**config.mk**
```make
export PLATFORM = sky130hd
export DESIGN_NAME = crc_code_encoder
export DESIGN_NICKNAME = d
export VERILOG_FILES = /design/src/rtl/crc_code_encoder.sv
export SDC_FILE = /design/constraint.sdc
export NUM_CORES = 1
export LEC_CHECK = 0
export CORE_ASPECT_RATIO = 0.75
export CORE_MARGIN = 8
export CORE_UTILIZATION = 45
export DETAILED_ROUTE_END_ITERATION = 12
export GPL_ROUTABILITY_DRIVEN = 0
export GPL_TIMING_DRIVEN = 0
export PLACE_DENSITY = 0.72
export SYNTH_ARGS = -nofsm -noshare
export SYNTH_HDL_FRONTEND = slang
export SYNTH_SLANG_ARGS = --single-unit
```
**constraint.sdc**
```tcl
create_clock -name clk -period 3.46 [get_ports clk]
set_clock_uncertainty 0.2 [all_clocks]
set_input_delay 0.692 -clock clk [delete_from_list [all_inputs] [get_ports clk]]
set_output_delay 0.692 -clock clk [all_outputs]
set_load 0.02 [all_outputs]
```
**src/rtl/crc_code_encoder.sv**
```systemverilog
// crc_code_encoder: serial CRC-4 (x^4 + x + 1) encoder for one byte.
// A byte is shifted MSB first through a 4-bit LFSR over eight cycles.
// The codeword {message, crc} is then held until downstream takes it.
// Optional feature macro: CRC_ENC_ERR_INJECT_EN.
// When it is defined, inject_err flips the CRC LSB of that codeword.
module crc_code_encoder (
    input  logic        clk,
    input  logic        rst,
    input  logic [7:0]  data_in,
    input  logic        in_valid,
    output logic        in_ready,
    input  logic        inject_err,
    output logic [11:0] encoded_data,
    output logic        out_valid,
    input  logic        out_ready,
    output logic        busy
);

`ifdef CRC_ENC_ERR_INJECT_EN
    localparam logic INJ_EN = 1'b1;
`else
    // inject_err is still sampled, but masked here, so the flag stays 0.
    localparam logic INJ_EN = 1'b0;
`endif

    typedef enum logic [1:0] {IDLE, SHIFT, DONE} state_t;

    state_t      state, state_nxt;
    logic [7:0]  msg;
    logic [7:0]  sreg;
    logic [3:0]  lfsr;
    logic [2:0]  cnt;
    logic        inj;
    logic        fb;
    logic [3:0]  crc_out;

    assign fb = lfsr[3] ^ sreg[7];

    // State register.
    always_ff @(posedge clk or negedge rst) begin
        if (!rst) state <= IDLE;
        else      state <= state_nxt;
    end

    // Next state and handshake outputs. A handoff in DONE always returns
    // to IDLE first, so back-to-back transfers are ten cycles apart.
    always_comb begin
        state_nxt = state;
        in_ready  = 1'b0;
        out_valid = 1'b0;
        busy      = 1'b1;
        case (state)
            IDLE: begin
                in_ready = 1'b1;
                busy     = 1'b0;
                if (in_valid) state_nxt = SHIFT;
            end
            SHIFT: begin
                if (cnt == 3'd7) state_nxt = DONE;
            end
            DONE: begin
                out_valid = 1'b1;
                if (out_ready) state_nxt = IDLE;
            end
            default: state_nxt = IDLE;
        endcase
    end

    // Datapath: load the byte on transfer, then run one LFSR step per SHIFT cycle.
    always_ff @(posedge clk or negedge rst) begin
        if (!rst) begin
            msg  <= 8'h00;
            sreg <= 8'h00;
            lfsr <= 4'h0;
            cnt  <= 3'd0;
            inj  <= 1'b0;
        end else begin
            case (state)
                IDLE: begin
                    if (in_valid) begin
                        msg  <= data_in;
                        sreg <= data_in;
                        lfsr <= 4'h0;
                        cnt  <= 3'd0;
                        inj  <= inject_err & INJ_EN;
                    end
                end
                SHIFT: begin
                    lfsr <= {lfsr[2:0], 1'b0} ^ (fb ? 4'b0011 : 4'b0000);
                    sreg <= {sreg[6:0], 1'b0};
                    cnt  <= cnt + 3'd1;
                end
                default: ;
            endcase
        end
    end

    // Flip only the CRC LSB, so a downstream check sees a nonzero remainder.
    assign crc_out      = {lfsr[3:1], lfsr[0] ^ (inj & INJ_EN)};
    // The bus reads zero unless a codeword is being presented.
    assign encoded_data = out_valid ? {msg, crc_out} : 12'h000;

endmodule
```
Yosys cells after proc, flatten, opt, wreduce, memory -nomap -nowiden

Index checks and enable logic that the tools add are counted.

Bits in writable memories: 0
Memories kept: 0
Input bits: 13
Flip-flop bits (word level): 25
Word-level logic and storage cells: 34
Bits in read-only memories: 0
Bits in latches: 0

Divide/modulo/power cells: 0
Shift operators: 0
Equality and inequality tests: 6
Bitwise operators: 2
Multiply operators: 0
Add/subtract/negate cells: 1
Reductions and logical operators: 5
Magnitude comparators: 0
Multiplexer cells: 15

Operators by type and width:

| cell                | count |
|---|---|
| $pmux 8 s2          | 1 |
| $mux 12             | 1 |
| $mux 2              | 4 |
| $mux 8              | 1 |
| $pmux 4 s2          | 1 |
| $ne 2x2->1 const B  | 3 |
| $pmux 2 s3          | 1 |
| $pmux 3 s2          | 1 |
| $mux 4              | 1 |
| $reduce_and 2->1    | 2 |
| $xor 4x2->4         | 1 |
| $add 3x1->3 const B | 1 |
| $eq 3x3->1 const B  | 1 |
| $mux 1              | 3 |
| $mux 3              | 1 |
| $reduce_and 3->1    | 1 |
| $eq 2x1->1 const B  | 1 |
| $eq 2x2->1 const B  | 1 |
| $logic_not 2->1     | 1 |
| $reduce_bool 2->1   | 1 |
| $xor 1x1->1         | 1 |

Longest topological paths before layout

Depth in word-level cells: 4
Mapped depth: 5
Mapped depth without buffers: 5

Worst setup path before layout

No wires, ideal clock.

Path type: flip-flop to output port
Start point: reg state[0]
End point: out encoded_data[0]
Setup slack: 1.394 ns
Stages on the path, launching flop included: 5
Buffers on the path: 2
Arrival time: 1.174 ns
Data required time: 2.568 ns
Cell sequence: dfrtp_1 -> buf_6 -> and2b_1 -> buf_2 -> and2_1

Cells in the longest elaborated chain, start to end: 3

RTL lines:

| item                     | RTL line | source |
|---|---|---|
| start: declaration       | 28       | `state_t state, state_nxt;` |
| start signal: assignment | 42       | `else state <= state_nxt;` |
| $eq 2x2->1               | 52       | `case (state)` |
| $mux 1                   | 52       |  |
| named net out_valid      | 14       | `output logic out_valid,` |
| $mux 12                  | 101      | `assign encoded_data = out_valid ? {msg, crc_out} : 12'h000;` |
| end: declaration         | 13       | `output logic [11:0] encoded_data,` |

The timed path passes the listed nets, and every way through them passes these cells.

Final worst setup path

Start point: reg state[0]
End point: out encoded_data[4]

Cells in the longest elaborated chain, start to end: 3

RTL lines:

| item       | RTL line |
|---|---|
| $eq 2x2->1 | 52 |
| $mux 1     | 52 |
| $mux 12    | 101 |

Every way passes these cells.

==> impl_results.md <==
* Status: completed
* Layout cells sized above 1 at 0.130
* Layout overhead on the synthesized area at 28.3%
* Fmax at 0.336 GHz
* Critical R2R Launch: state[0]
* CTS Buf Count at 3
* GRT overflow at 0
* Ys Warns at 0
* Starting Density at 0.462
* I/O pin cnt at 28
* Slew Limit Headroom at 0.259
* Initial DRC count at 17
* Worst Setup Start Kind: register
* # Post-CTS Setup Buffers at 0
* Clk root buf: clkbuf_4
* Vias/cell at 5.29
* Syn Nets at about 120
* R2r endpoint: msg[6]
* Die Ht at 60.2 um
* Largest stage delay, worst path at 0.60 ns
* Pre-Repair DR Iteration Count at 4
* Hold buffers post-CTS at 0
* Largest net degree at the start of global routing at 26
* CTS tree: built
* Cells on worst reg2reg path at 4
* CP Capture Type: output pin
* Synthesized area per cell at 11.6 um^2
* Layout net count at 147
* Count of cell types in the netlist at 24
* H-tree depth at 1
* Detailed placement HPWL at 1870 um
* Reg2Reg Setup Slack at 1.65 ns
* Core area at 2540 um^2
* Period utilisation layout at 0.860
* Synth Instances at approximately 100
* CTS resizes at 0
* Worst Setup SP: state[0]
* Clock-pin slew on the worst setup and hold paths at 0.13 ns
* Setup violators final at 0
* Max-slew violation count at 0
* Area leader, netlist: dfrtp_1
* Max-cap violation count at 0
* Hold Crit Depth at 1
* Lkg Pwr at a little under 0.7 nW
* Final hold viol count at 0
* Placed cells at 163
* Flops & latches, synth at 25
* Slowest stage cell, crit path: clkdlybuf4s50_1
* DR vias at 884
* DRC at 0
* CP arrival at 2.08 ns
* Critical Path RT at around 2.6 ns
* Synth top area cells: dfrtp_1 53%, a22oi_1 9.6%, mux2_2 6.7%
* Simple logic cell fraction of the synthesized area at 0.148
* Gr usage total at 0.125
* CP cell instances: buf_6, and2b_1, buf_2, and2_1, clkdlybuf4s50_1
* Register area share after synthesis at 0.533
* Worst Hold Class: register to register
* RSZ-0062 raised after global routing: false
* ANT nets after route at 0
* Share of the synthesized area in the top cell type at 0.533
* Fin cells at 167
* Cell area after synthesis at 1170 um^2
* Hold Path Origin: msg[7]
* Post-synthesis adder-cell area fraction at 0.0213
* Number of antenna diodes at 0
* Largest family of logic cells by synthesized area: compound AO/OA/AOI/OAI gates
* Synth Area in Compound Gates at 0.154
* Die width at about 75 um
* Post-route minimum period at 2.97 ns
* FP Rows at 16
* Maximum net fanout on the critical path at 10
* Post-synthesis mux area share at 0.0885
* Worst Max-Slew Pin Slew at roughly 1.1 ns
* CTS Sinks at 25
* Initial antenna violation count at 0
* Latest clock arrival within the worst-skew pair at 0.32 ns
* Final WL at ~2500 um
* Die ar. at 4520 um^2
* P per Cell Area at between 600 and 700 nW/um^2
* Global-route wire length before repair at 4330 um
* Avg WL per Cell at 15.2 um
* # fillers at 240
* Synth Area in XOR/XNOR at 0.0149
* CTS max path bufs at 2
* Worst-case vdd ir drop at 0.000328 V
* Setup TNS Final at 0 ns
* WHS Endpoint: msg[7]
* Vias in the first global route at about 920
* Crit Path Class: register to output pin
* I/O Buffers at 26
[worst max-delay path: cells and delay by family, from the launching register on]
kind / cells / cell delay [ns]
buffers and inverters: 3 / 0.95
flip-flops: 1 / 0.40
AND/OR/NAND/NOR: 2 / 0.41
[metrics by stage]
| step | power [mW] | instance area (um^2) | hold WS (ns) | utilization | worst slack (ns) |
|---|---|---|---|---|---|
| 2_1_floorplan | 0.783 | 1170 | 0.196 | - | 1.39 |
| 3_3_place_gp | 0.884 | 1480 | 0.281 | 0.582 | 0.845 |
| 3_5_place_dp | 0.910 | 1480 | 0.289 | 0.582 | 0.828 |
| 4_1_cts | 1.04 | 1510 | 0.318 | 0.592 | 0.458 |
| 5_1_grt | 1.11 | 1510 | 0.336 | 0.592 | 0.348 |
| 6_report | 1.03 | 1510 | 0.312 | 0.592 | 0.485 |
[layer usage]
layer  up-vias  part of all wire  track usage
met4         0            0.0040       0.0250
met1       444              0.47        0.149
li1        415                 -            -
met2        23              0.47        0.208
met5         -                 0            0
met3         2             0.056       0.0469
[power breakdown]
| group | internal (mW) | total, mW | switching [mW] | leakage (nW) |
|---|---|---|---|---|
| Clock | 0.0451 | 0.131 | 0.0863 | 0.0150 |
| Combinational | 0.208 | 0.391 | 0.183 | 0.349 |
| Sequential | 0.421 | 0.505 | 0.0846 | 0.311 |
| Total | 0.674 | 1.03 | 0.354 | 0.676 |
[flip-flops by register name, summed over array words and instances (netlist names)]
signal,count
cnt,3
sreg,8
state,2
crc_out,4
msg,8
[cell usage in the layout (no fill, tap or decap), drive strengths merged, types with 2 or more instances in the layout]
| master | count |
|---|---|
| a22oi | 15 |
| a22o | 5 |
| mux2 | 8 |
| ha | 2 |
| inv | 3 |
| nor2 | 2 |
| clkdlybuf4s50 | 26 |
| nand2 | 12 |
| clkbuf | 5 |
| o21ai | 2 |
| and2 | 12 |
| dfrtp | 25 |
| buf | 4 |
[cell type report]
cell class              count  area, um^2  share of cell area
plain buffers               5        36.3              0.0241
clock buffers               4        26.3              0.0175
inverters                   3        11.3             0.00748
multi-input cells          68         500               0.333
flip-flops and latches     25         626               0.416
well taps                  36        45.0              0.0299
repair buffers             26         260               0.173
[how the worst max path moves through the flow]
stage	endpoint	slack, ns	cells after the start
after detailed placement	encoded_data[11]	0.83	5
final	encoded_data[4]	0.49	5
after floorplan	encoded_data[0]	1.39	4
after global routing	encoded_data[4]	0.35	5
after CTS	encoded_data[11]	0.46	5
after global placement	encoded_data[5]	0.85	5
[cell families after synthesis]
kind of cell | count (synthesis)
AOI/OAI and AO/OA | 24
xor gates and xnor gates | 2
adders and majority gates | 2
buffers and inverters | 8
DFF | 25
muxes | 9
and+or+nand+nor | 31
[synth_stat cells]
library cell and n:
inv_1 3, a22o_1 5, mux2i_1 1, mux2_4 1
o22ai_1 1, buf_6 2, nor2b_1 1, ha_1 2
buf_2 2, o21bai_1 1, xnor2_1 1, nor3b_4 1
or2_2 1, and2_1 12, and2b_1 1, nor2_1 2
nand2_1 12, clkbuf_1 1, dfrtp_1 25, xor2_1 1
a22oi_1 15, or2b_1 1, o21ai_0 2, mux2_2 7
(Power assumes the default switching activity.)
